$ cat src/rtl/mem_seq_pkg.sv
// mem_seq_pkg: shared state type, pattern constant and default sizes for the memory sequence initiator
// Compile option MEM_SEQ_TIMEOUT_EN adds the ABORT state.
package mem_seq_pkg;
    localparam int WIDTH_DEF = 32;
    localparam int DEPTH_DEF = 256;
    localparam int ADDRE_DEF = 8;
    localparam logic [31:0] GOLDEN = 32'h9E37_79B1;
`ifdef MEM_SEQ_TIMEOUT_EN
    typedef enum logic [2:0] {IDLE, WR, RD, DONE, ABORT} state_t;
`else
    typedef enum logic [1:0] {IDLE, WR, RD, DONE} state_t;
`endif
endpackage

$ cat src/rtl/mem_seq_pattern.sv
// mem_seq_pattern: address-derived test word, data = seed ^ (addr * GOLDEN) mod 2^WIDTH
// Ports: addr (word address), seed (run seed) -> data (pattern word).
module mem_seq_pattern
    import mem_seq_pkg::*;
#(
    parameter int WIDTH = WIDTH_DEF,
    parameter int ADDRE = ADDRE_DEF
) (
    input  logic [ADDRE-1:0] addr,
    input  logic [WIDTH-1:0] seed,
    output logic [WIDTH-1:0] data
);
    localparam logic [WIDTH-1:0] G = WIDTH'(GOLDEN);
    assign data = seed ^ (WIDTH'(addr) * G);
endmodule

$ cat src/rtl/mem_seq_initiator.sv
// mem_seq_initiator: writes an address-derived pattern over a memory window, reads it back and counts mismatches
// Ports: clk_i/rst_i (async active-high); control start_i, dir_i, seed_i, start_addr_i, num_loc_i;
// status busy_o, done_o, pass_o, err_count_o, first_err_addr_o, abort_o;
// memory request valid_o, wrdata_o, addre_o, write_o; response read_i, ready_i.
// Define MEM_SEQ_TIMEOUT_EN to abort a run when ready_i stays low for TIMEOUT cycles.
module mem_seq_initiator
    import mem_seq_pkg::*;
#(
    parameter int WIDTH   = WIDTH_DEF,
    parameter int DEPTH   = DEPTH_DEF,
    parameter int ADDRE   = ADDRE_DEF,
    parameter int TIMEOUT = 1024
) (
    input  logic             clk_i,
    input  logic             rst_i,
    input  logic             start_i,
    input  logic             dir_i,
    input  logic [WIDTH-1:0] seed_i,
    input  logic [ADDRE-1:0] start_addr_i,
    input  logic [ADDRE:0]   num_loc_i,
    output logic             busy_o,
    output logic             done_o,
    output logic             pass_o,
    output logic [ADDRE:0]   err_count_o,
    output logic [ADDRE-1:0] first_err_addr_o,
    output logic             abort_o,
    output logic             valid_o,
    output logic             wrdata_o,
    output logic [ADDRE-1:0] addre_o,
    output logic [WIDTH-1:0] write_o,
    input  logic [WIDTH-1:0] read_i,
    input  logic             ready_i
);
    localparam logic [ADDRE:0] NMAX = (ADDRE+1)'(DEPTH);
    if (TIMEOUT < 1) begin : g_bad_timeout
        $error("TIMEOUT must be at least 1");
    end
    state_t           state, state_n;
    logic [ADDRE-1:0] addr, base;
    logic [ADDRE:0]   num, cnt, num_c;
    logic             dir, pass_r, last, to_hit;
    logic [WIDTH-1:0] seed, pat;
    mem_seq_pattern #(.WIDTH(WIDTH), .ADDRE(ADDRE)) u_pat (.addr(addr), .seed(seed), .data(pat));
    assign num_c = (num_loc_i > NMAX) ? NMAX : num_loc_i;
    assign last  = (cnt + 1'b1) == num;
`ifdef MEM_SEQ_TIMEOUT_EN
    localparam int TW = $clog2(TIMEOUT + 1);
    logic [TW-1:0] tcnt;
    logic          abort_r;
    assign to_hit  = valid_o && !ready_i && tcnt == TW'(TIMEOUT - 1);
    assign abort_o = abort_r;
    always_ff @(posedge clk_i or posedge rst_i)
        if (rst_i) tcnt <= '0;
        else       tcnt <= (valid_o && !ready_i) ? tcnt + 1'b1 : '0;
`else
    assign to_hit  = 1'b0;
    assign abort_o = 1'b0;
`endif
    always_ff @(posedge clk_i or posedge rst_i)
        if (rst_i) state <= IDLE;
        else       state <= state_n;
    always_comb begin
        state_n = state;
        case (state)
            IDLE:    state_n = start_i ? ((num_c == '0) ? DONE : WR) : IDLE;
            WR:      state_n = (ready_i && last) ? RD : WR;
            RD:      state_n = (ready_i && last) ? DONE : RD;
            default: state_n = IDLE;
        endcase
`ifdef MEM_SEQ_TIMEOUT_EN
        if (to_hit) state_n = ABORT;
`endif
    end
    assign valid_o  = state == WR || state == RD;
    assign wrdata_o = state == WR;
    assign write_o  = (state == WR) ? pat : '0;
    assign addre_o  = addr;
    assign busy_o   = state != IDLE;
    assign done_o   = !(state == IDLE || valid_o);
    // pass shows alongside the DONE pulse, then the register holds it until the next start
    assign pass_o   = pass_r || (state == DONE && err_count_o == '0);
    always_ff @(posedge clk_i or posedge rst_i) begin
        if (rst_i) begin
            addr <= '0; base <= '0; num <= '0; cnt <= '0; dir <= 1'b0; seed <= '0;
            err_count_o <= '0; first_err_addr_o <= '0; pass_r <= 1'b0;
`ifdef MEM_SEQ_TIMEOUT_EN
            abort_r <= 1'b0;
`endif
        end else begin
            case (state)
                IDLE: if (start_i) begin
                    addr <= start_addr_i; base <= start_addr_i; num <= num_c; cnt <= '0;
                    dir <= dir_i; seed <= seed_i;
                    err_count_o <= '0; first_err_addr_o <= '0; pass_r <= 1'b0;
`ifdef MEM_SEQ_TIMEOUT_EN
                    abort_r <= 1'b0;
`endif
                end
                WR: if (ready_i) begin
                    cnt  <= last ? '0 : cnt + 1'b1;
                    addr <= !last ? addr + 1'b1 : dir ? base + ADDRE'(num - 1'b1) : base;
                end
                RD: if (ready_i) begin
                    cnt  <= cnt + 1'b1;
                    addr <= dir ? addr - 1'b1 : addr + 1'b1;
                    if (read_i != pat) begin
                        err_count_o <= err_count_o + 1'b1;
                        if (err_count_o == '0) first_err_addr_o <= addr;
                    end
                end
                DONE: pass_r <= err_count_o == '0;
                default: ;
            endcase
`ifdef MEM_SEQ_TIMEOUT_EN
            if (to_hit) abort_r <= 1'b1;
`endif
        end
    end
endmodule

$ cat config.mk
export PLATFORM = sky130hd
export DESIGN_NAME = mem_seq_initiator
export DESIGN_NICKNAME = d
export VERILOG_FILES = /design/src/rtl/mem_seq_pkg.sv /design/src/rtl/mem_seq_pattern.sv /design/src/rtl/mem_seq_initiator.sv
export SDC_FILE = /design/constraint.sdc
export NUM_CORES = 1
export LEC_CHECK = 0
export CAP_MARGIN = 20
export CELL_PAD_IN_SITES_DETAIL_PLACEMENT = 0
export CELL_PAD_IN_SITES_GLOBAL_PLACEMENT = 1
export CORE_UTILIZATION = 39
export CTS_CLUSTER_SIZE = 12
export DETAILED_ROUTE_END_ITERATION = 10
export PLACE_DENSITY = 0.76
export SYNTH_ARGS = -nofsm -noshare
export SYNTH_HDL_FRONTEND = slang
export SYNTH_SLANG_ARGS = --single-unit
$ cat constraint.sdc
create_clock -name clk_i -period 5.81 [get_ports clk_i]
set_input_delay 0.581 -clock clk_i [delete_from_list [all_inputs] [get_ports clk_i]]
set_output_delay 0.581 -clock clk_i [all_outputs]
set_load 0.05 [all_outputs]
-- After elaboration in Yosys (flattened, before gate mapping)
Index checks and enable logic that the tools add are counted.
- register bits after elaboration: 87
- input bits: 86
- add/subtract/negate cells: 6
- multiply operators: 1
- magnitude comparators: 1
- eq/ne operators: 10
- mux-type cells: 29
- bitwise logic cells: 1
- reductions and logical operators: 18
- operators with widths (operator ; count):
    8-bit 2-to-1 mux ; 10
    9-bit 2-to-1 mux ; 7
    8-bit by 32-bit multiplier with 32-bit output (second input constant) ; 1
    32-bit 2-to-1 mux ; 1
    32-bit inequality test ; 1
    32-bit XOR ; 1
    9-bit one-hot mux with 3 select lines ; 1
    8-bit one-hot mux with 3 select lines ; 1
    9-bit by 1-bit adder with 9-bit output (second input constant) ; 2
    9-bit logical NOT ; 2
    9-bit one-hot mux with 2 select lines ; 1
    8-bit one-hot mux with 2 select lines ; 1
    8-bit by 1-bit subtractor with 8-bit output (second input constant) ; 2
    9-bit equality test ; 1
    9-bit greater-than comparator (second input constant) ; 1
    8-bit by 1-bit adder with 8-bit output (second input constant) ; 1
    8-bit adder ; 1
    4-bit AND reduction ; 2
    2-bit 2-to-1 mux ; 3
    2-bit by 1-bit inequality test with 1-bit output (second input constant) ; 3
    2-bit one-hot mux with 3 select lines ; 1
    2-bit nonzero test ; 3
    5-bit AND reduction ; 1
    2-bit equality test (second input constant) ; 2
    10 further kinds ; 16

-- Logic depth before layout (Yosys ltp)
Gate-level depths: netlist (run 1).
- depth after elaboration: 6
- mapped depth: 22
- mapped depth without buffers: 19

-- Modules after synthesis
A second synthesis (run 1) with hierarchy kept.
- cells, all modules: 1029
- area total of the unflattened synthesis: 9390.3 µm²
- modules (own cells, without submodules) (module ; instances ; cells each ; area each (µm²) ; sequential area each (µm²)):
    mem_seq_initiator ; 1 ; 599 ; 5629.1 ; 2177.1
    mem_seq_pattern ; 1 ; 430 ; 3761.1 ; 0.0

-- Least setup slack after synthesis (run 1)
Ideal clock, no wire load.
- kind: reg2out
- start point: register addr[5] (netlist: addre_o[5])
- end point: output write_o[29]
- arrival time: 5447 ps
- path slack: -218 ps
- stages on the path, launching flop included: 17
- path buffers: 2
- cells stage by stage: dfrtp_1 > clkbuf_1 > inv_1 > ha_1 > fa_1 > inv_1 > fa_1 > fa_1 > inv_1 > ha_1 > buf_2 > a21o_1 > a31oi_1 > or3b_1 > a21oi_1 > xnor2_1 > nor2_1
- word-level cells in the longest chain between the ends: 3
- ends and longest elaborated chain (item ; line ; RTL):
    start: declaration ; mem_seq_initiator.sv:39 ; logic [ADDRE-1:0] addr, base;
    start signal: assignment ; mem_seq_initiator.sv:101 ; addr <= !last ? addr + 1'b1 : dir ? base + ADDRE'(num - 1'b1) : base;
    start signal: assignment ; mem_seq_initiator.sv:105 ; addr <= dir ? addr - 1'b1 : addr + 1'b1;
    8-bit by 32-bit multiplier with 32-bit output ; mem_seq_pattern.sv:14 ; assign data = seed ^ (WIDTH'(addr) * G);
    32-bit XOR ; mem_seq_pattern.sv:14 ;
    32-bit 2-to-1 mux ; mem_seq_initiator.sv:76 ; assign write_o = (state == WR) ? pat : '0;
    end: declaration ; mem_seq_initiator.sv:30 ; output logic [WIDTH-1:0] write_o,
No other way between the ends.

-- Worst setup path after layout (run 1)
- start point: register addr[3] (netlist: addre_o[3])
- end point: output write_o[29]
The elaborated chain is that of the path after synthesis.

==> summary.md, run 1 <==
| Metric | Value |
|---|---|
| Outcome | completed |
| ANT nets after route | 0 |
| Synth top area share | 22.2% |
| CTS Buffer Depth | 2 |
| Largest family of logic cells by synthesized area | adder cells |
| P&R area growth vs syn | 30.4% |
| Slew HR | 31.9% |
| Root Driver | clkbuf_16 |
| Synth Area per Inst | 8.96 µm² |
| Ys Warns | 0 |
| PnR worst setup slack | 0.201 ns |
| Row cnt | 57 |
| Final Setup Violations | 0 |
| # IOs | 149 |
| Clk pin slew, worst setup/hold paths | 0.08 ns |
| Most common flop cell mapped by yosys | dfrtp_1 |
| DIE WIDTH | 161 µm |
| Share of layout cells above drive strength 1 | 17.6% |
| Mapped Area | 9820 µm² |
| R2R setup slack | 0.24 ns |
| N_diodes | 0 |
| Crit path depth | 16 |
| CTS tree | built |
| DR DRC count | 0 |
| R2r endpoint | err_count_o[7]$_DFFE_PP0P_ |
| Initial core utilization | 40.0% |
| Cells after Synth | 1096 |
| Most common cell in the synthesized netlist | inv_1 |
| Ranking of synthesized cells by area | dfrtp_1 (22%), fa_1 (12%), ha_1 (11%), xnor2_1 (7.8%), inv_1 (5.7%) |
| CP max FO | 7 |
| Worst setup path class | flip-flop to primary output |
| Die ar. | 25800 µm² |
| Asr flop ratio synth | 100% |
| CP max stage delay | 0.63 ns |
| Max_cap viols | 0 |
| Post-Synth Adder-Cell Area | 23.4% |
| Fmax | 178 MHz |
| CTS sink cnt | 87 |
| Largest net degree at the start of global routing | 50 |
| Die height | 161 µm |
| Worst skew pair latency | 0.36 ns |
| IO buf count | 147 |
| Crit path arrival time | 5.03 ns |
| Final #Nets | 1524 |
| Worst slew pin tran | 1.02 ns |
| Reg2reg start | addre_o[3]$_DFFE_PP0P_ |
| Detailed placement HPWL | 25.1 mm |
| Required time worst endpoint | 5.23 ns |
| Total CTS buffers | 9 |
| Vias per inst | 5.22 |
| Synth Register Bits | 87 |
| RSZ-0062 raised after global routing | true |
| DRC violation total after the first TritonRoute iteration | 416 |
| Post-synthesis mux area share | 6.36% |
| Top delay family on crit path | adder cells |
| First-pass GRT wire length | 48.9 mm |
| Worst Path Buf+Inv | 4 |
| Synth cell types | 78 |
| Hold Path Class | flip-flop to flip-flop |
| CTS H-Tree Depth | 3 |
| Number of global-route vias before repair | 8853 |
| Net Count, Synth | 1330 |
| Via count | 8446 |
| CP max stage cell | fa_2 |
| EDFF count, synth | 0 |
| Worst Hold Path Cells | 1 |
| Synth Area in XOR/XNOR | 11.9% |
| Critical-path cell list | buf_4, fa_2, ha_1, fa_1, inv_1, fa_1, inv_1, ha_2, a21oi_1, o21ai_0, a21o_1, or3b_4, a21oi_1, xnor2_1, nor2_2, buf_12 |
| Seq/Total Area, Yosys | 22.2% |
| Final Slew Violations | 0 |
| Final Cycle Share | 96.5% |
| Commonest cells post-synth | inv_1 (148), ha_1 (89), dfrtp_1 (87), xnor2_1 (87), nand2_1 (81) |
| Hold Startpoint | base[0]$_DFFE_PP0P_ |
| DRT Pass-1 Iters | 7 |
| Post-route minimum period | 5.61 ns |
| GP Congestion | 0.963 |
| Worst Hold End | base[0]$_DFFE_PP0P_ |
| Pre-CTS setup slack | -0.142 ns |
| Worst clock skew | 0.0157 ns |
| Synth area leader | dfrtp_1 |
| Worst Reg2Reg Path Length in Cells | 21 |
| Gr usage total | 24.6% |
| Antenna violations before repair | 1 |
| Simple-gate share of the synthesized area | 14.1% |
| Core ar. | 24500 µm² |
| Worst Setup Start Kind | flip-flop |
| Final WL | 30.9 mm |
| Synth Area in Compound Gates | 14.3% |
| Crit. End Element | primary output |
| Wire per inst | 19.1 µm |
| Overflow after GRT | 0 |
| Hold Fails Final Rpt | 0 |
-- metrics by stage --
step / std cells / util [%] / setup TNS, ns / cell area, µm² / hold slack [ns]
after detailed placement: 1597 / 50.0 / -2.00 / 12300 / 0.498
after global routing: 1619 / 52.2 / -0.147 / 12800 / 0.540
after floorplan: 1096 / - / -0.00240 / 9840 / 0.479
after global placement: 1597 / 50.0 / -2.44 / 12300 / 0.489
after CTS: 1615 / 51.3 / 0 / 12600 / 0.517
final: 1619 / 52.2 / 0 / 12800 / 0.514
-- registers in the layout (all words and copies together) (netlist names) --
register          flops
seed                 32
cnt                   9
err_count_o           9
num                   9
addre_o               8
base                  8
first_err_addr_o      8
state                 2
dir                   1
pass_r                1
-- worst max-delay path by stage --
stage                                start                              end  slack [ns]
finish              addre_o[3]$_DFFE_PP0P_                      write_o[29]        0.20
global route        addre_o[3]$_DFFE_PP0P_                      write_o[29]       -0.04
CTS                 addre_o[3]$_DFFE_PP0P_                      write_o[29]       0.006
detailed placement  addre_o[3]$_DFFE_PP0P_  first_err_addr_o[4]$_DFFE_PP0P_       -0.14
global placement    addre_o[3]$_DFFE_PP0P_  first_err_addr_o[3]$_DFFE_PP0P_       -0.16
floorplan           addre_o[5]$_DFFE_PP0P_                      write_o[29]      -0.002
-- layer usage --
metal  global-route usage, %  vias to the layer above  share of wire (%)
li1                        -                     4121                  -
met1                    31.7                     4089                 44
met2                    42.8                      193                 49
met3                    2.82                       43                3.6
met4                    8.23                        0                2.9
met5                       0                        -                  0
-- layout by cell type, fill, tap and decap left out, types with 5 or more instances in the layout --
master and count:
inv_1 147, clkdlybuf4s50_1 127, xnor2_1 85, buf_4 85, ha_1 82, dfrtp_1 82, nand2_1 79, fa_1 57
nor2_1 53, mux2_2 43, a21oi_1 40, o21ai_0 38, xor2_1 30, nand3_1 26, nand4_1 22, buf_12 17
o21ai_1 16, and2_1 14, mux2i_1 14, nor3_1 13, nand2b_1 12, o211ai_1 11, a21o_1 10, o31ai_1 10
a21oi_2 10, and3_1 9, clkbuf_16 9, or3_1 8, nor2_2 7, o21bai_1 6, a31oi_1 6, a221oi_1 6
a221o_1 5, nor4_1 5, dfrtp_2 5
-- final cells by class --
cell class	count	area, µm²
fill	2304	11700
multi-input combinational	813	7100
timing repair buffer	230	2260
sequential	87	2180
inverter	149	561
tap	324	405
clock buffer	9	225
clock inverter	7	73.8
-- repair_timing --
action                     CTS  global route
resized for setup            7            38
hold buffers                 0             0
setup buffers                2             4
setup endpoints to repair   23            30
pin swaps                    2             9
-- logic make-up after synthesis --
| logic type | Yosys count |
|---|---|
| AND/OR/NAND/NOR | 277 |
| AO/OA/AOI/OAI | 206 |
| buffers and inverters | 196 |
| adder cells (fa/ha/maj) | 148 |
| XOR/XNOR | 124 |
| flip-flops | 87 |
| multiplexers | 57 |
| other | 1 |
Power of run 1 is not shown: default switching activity piles up to over one toggle a cycle in this logic, so the estimate is an artifact.
==> run 2, diff against run 1 <==
Settings changed: SETUP_SLACK_MARGIN from default to 0.3.
==> summary.md, run 2 (same netlist as run 1, synthesis figures left out) <==
| Metric | Value |
|---|---|
| Most common cell after layout, fill and taps aside | inv_1 |
| Clk pin slew, worst setup/hold paths | 0.07 ns (about the same) |
| Die height | 161 µm (unchanged) |
| IO buf count | 147 (unchanged) |
| Gr usage total | 24.8% (+0.23 points) |
| Core ar. | 24500 µm² (unchanged) |
| Worst setup path class | flip-flop to primary output |
| ANT nets after route | 0 (unchanged) |
| First-pass GRT wire length | 49.2 mm (+0.73%) |
| Initial core utilization | 40.0% (unchanged) |
| Post-route minimum period | 5.45 ns (-0.155 ns) |
| Final Cycle Share | 93.9% (-2.7 points) |
| Required time worst endpoint | 5.23 ns (about the same) |
| Slew HR | 34.1% (+2.1 points) |
| Final #Nets | 1550 (+1.7%) |
| P&R area growth vs syn | 36.7% |
| Row cnt | 57 (unchanged) |
| DIE WIDTH | 161 µm (unchanged) |
| Hold Fails Final Rpt | 0 (unchanged) |
| Setup TNS | 0 ns (unchanged) |
| CTS Buffer Depth | 2 (unchanged) |
| Final Slew Violations | 0 (unchanged) |
| Vias per inst | 5.22 (about the same) |
| Most frequent cells in the layout | inv_1 (133), clkdlybuf4s50_1 (127), buf_4 (105) |
| DR DRC count | 0 (unchanged) |
| CTS tree | built |
| Worst skew pair latency | 0.36 ns (about the same) |
| Core Util, Final | 54.7% (+2.5 points) |
| Worst Setup Start Kind | flip-flop |
| Max_cap viols | 0 (unchanged) |
| Outcome | completed |
| Wire per inst | 19.0 µm (-0.16%) |
| CTS H-Tree Depth | 3 (unchanged) |
| Share of layout cells above drive strength 1 | 24.1% (+6.5 points) |
| Die ar. | 25800 µm² (unchanged) |
| Root Driver | clkbuf_16 |
| Fmax | 183 MHz (+2.8%) |
| Max FFs per register | 32 (unchanged) |
| Hold Path Class | flip-flop to flip-flop |
| DRT Pass-1 Iters | 4 (-3) |
| CTS sink cnt | 87 (unchanged) |
| Final Setup Violations | 0 (unchanged) |
| CP max FO | 7 (unchanged) |
| Largest register by flop count | seed |
| Overflow after GRT | 0 (unchanged) |
| DRC violation total after the first TritonRoute iteration | 488 (+17%) |
| Largest net degree at the start of global routing | 61 (+22%) |
| N_diodes | 0 (unchanged) |
| Antenna violations before repair | 0 (-1) |
| Total CTS buffers | 9 (unchanged) |
| # IOs | 149 (unchanged) |
| Number of global-route vias before repair | 8641 (-2.4%) |
| RSZ-0062 raised after global routing | true |
| Detailed placement HPWL | 25.0 mm (-0.27%) |
| Final WL | 31.3 mm (+1.4%) |
| Worst slew pin tran | 0.981 ns (-0.0349 ns) |
| Crit path arrival time | 4.87 ns (-0.16 ns) |
| Via count | 8584 (+1.6%) |
| CTS Hold Bufs | 0 (unchanged) |
| GP Congestion | 0.888 (-7.8%) |
| Crit. End Element | primary output |
| Worst clock skew | 0.0177 ns (+0.00197 ns) |
==> run 2: changes by cell type in the layout (fill, tap and decap cells not counted), sizes merged <==
cell | before | now
buf | 103 | 128
bufinv | 0 | 1
clkinv | 3 | 2
clkbuf | 9 | 10
inv | 151 | 152
clkinvlp | 2 | 0
dlymetal6s2s | 0 | 1
==> run 2: path summary, 6_finish.rpt <==
| check | from | endpoint | slack [ns] | depth (start not counted) |
|---|---|---|---|---|
| setup / recovery | addre_o[6]$_DFFE_PP0P_ | write_o[29] | 0.36 | 19 |
| hold / removal | base[0]$_DFFE_PP0P_ | base[0]$_DFFE_PP0P_ | 0.51 | 1 |
| setup reg to reg | addre_o[5]$_DFFE_PP0P_ | err_count_o[7]$_DFFE_PP0P_ | 0.41 | 19 |
| hold reg to reg | base[0]$_DFFE_PP0P_ | base[0]$_DFFE_PP0P_ | 0.51 | 1 |
| max in group asynchronous | rst_i | addre_o[2]$_DFFE_PP0P_ | 3.97 | 3 |
| min in group asynchronous | rst_i | seed[3]$_DFFE_PP0P_ | 0.63 | 2 |
==> run 2: per-layer routing <==
layer	vias to the layer above	track usage [%]	share of wire [%]	wire, µm
met4	0	8.36	3.2	994
met5	-	0	0	0
met3	59	3.67	4.1	1290
met1	4149	31.8	44	13700
met2	212	42.8	49	15300
li1	4164	-	-	-
==> run 2: timing repair <==
action	in CTS	in global routing
hold endpoints to repair	0	0
buffers inserted	12	11
setup endpoints to repair	32	31
pin swaps	16	57
resized for setup	42	95
==> run 2: critical path: stages (launching register included) <==
cell	delay, ns
dfrtp_2	0.46
buf_4	0.17
ha_1	0.20
buf_4	0.16
fa_1	0.54
inv_1	0.06
fa_1	0.49
fa_1	0.51
inv_1	0.06
ha_4	0.28
and4_4	0.21
nand3_2	0.08
a2111oi_2	0.04
buf_4	0.16
or3b_4	0.41
buf_6	0.14
a21oi_4	0.15
xnor2_2	0.08
nor2_2	0.16
buf_12	0.15
==> run 2: stage by stage <==
stage,hold slack (ns),std cells,setup WS (ns),area (µm²)
final,0.509,1645,0.356,13400
after global routing,0.537,1645,0.222,13400
after CTS,0.511,1633,0.291,12900
after detailed placement,0.493,1605,0.0136,12300
after global placement,0.490,1605,0.0726,12300
after floorplan,0.479,1096,0.256,9860
==> run 2: final cells by class <==
type | instances | area, µm²
Sequential cell | 87 | 2180
Tap cell | 324 | 405
Inverter | 149 | 563
Clock inverter | 6 | 72.6
Clock buffer | 10 | 229
Fill cell | 2298 | 11100
Timing Repair Buffer | 256 | 2460
Multi-Input combinational cell | 813 | 7520
Power of run 2 is left out for the same reason.
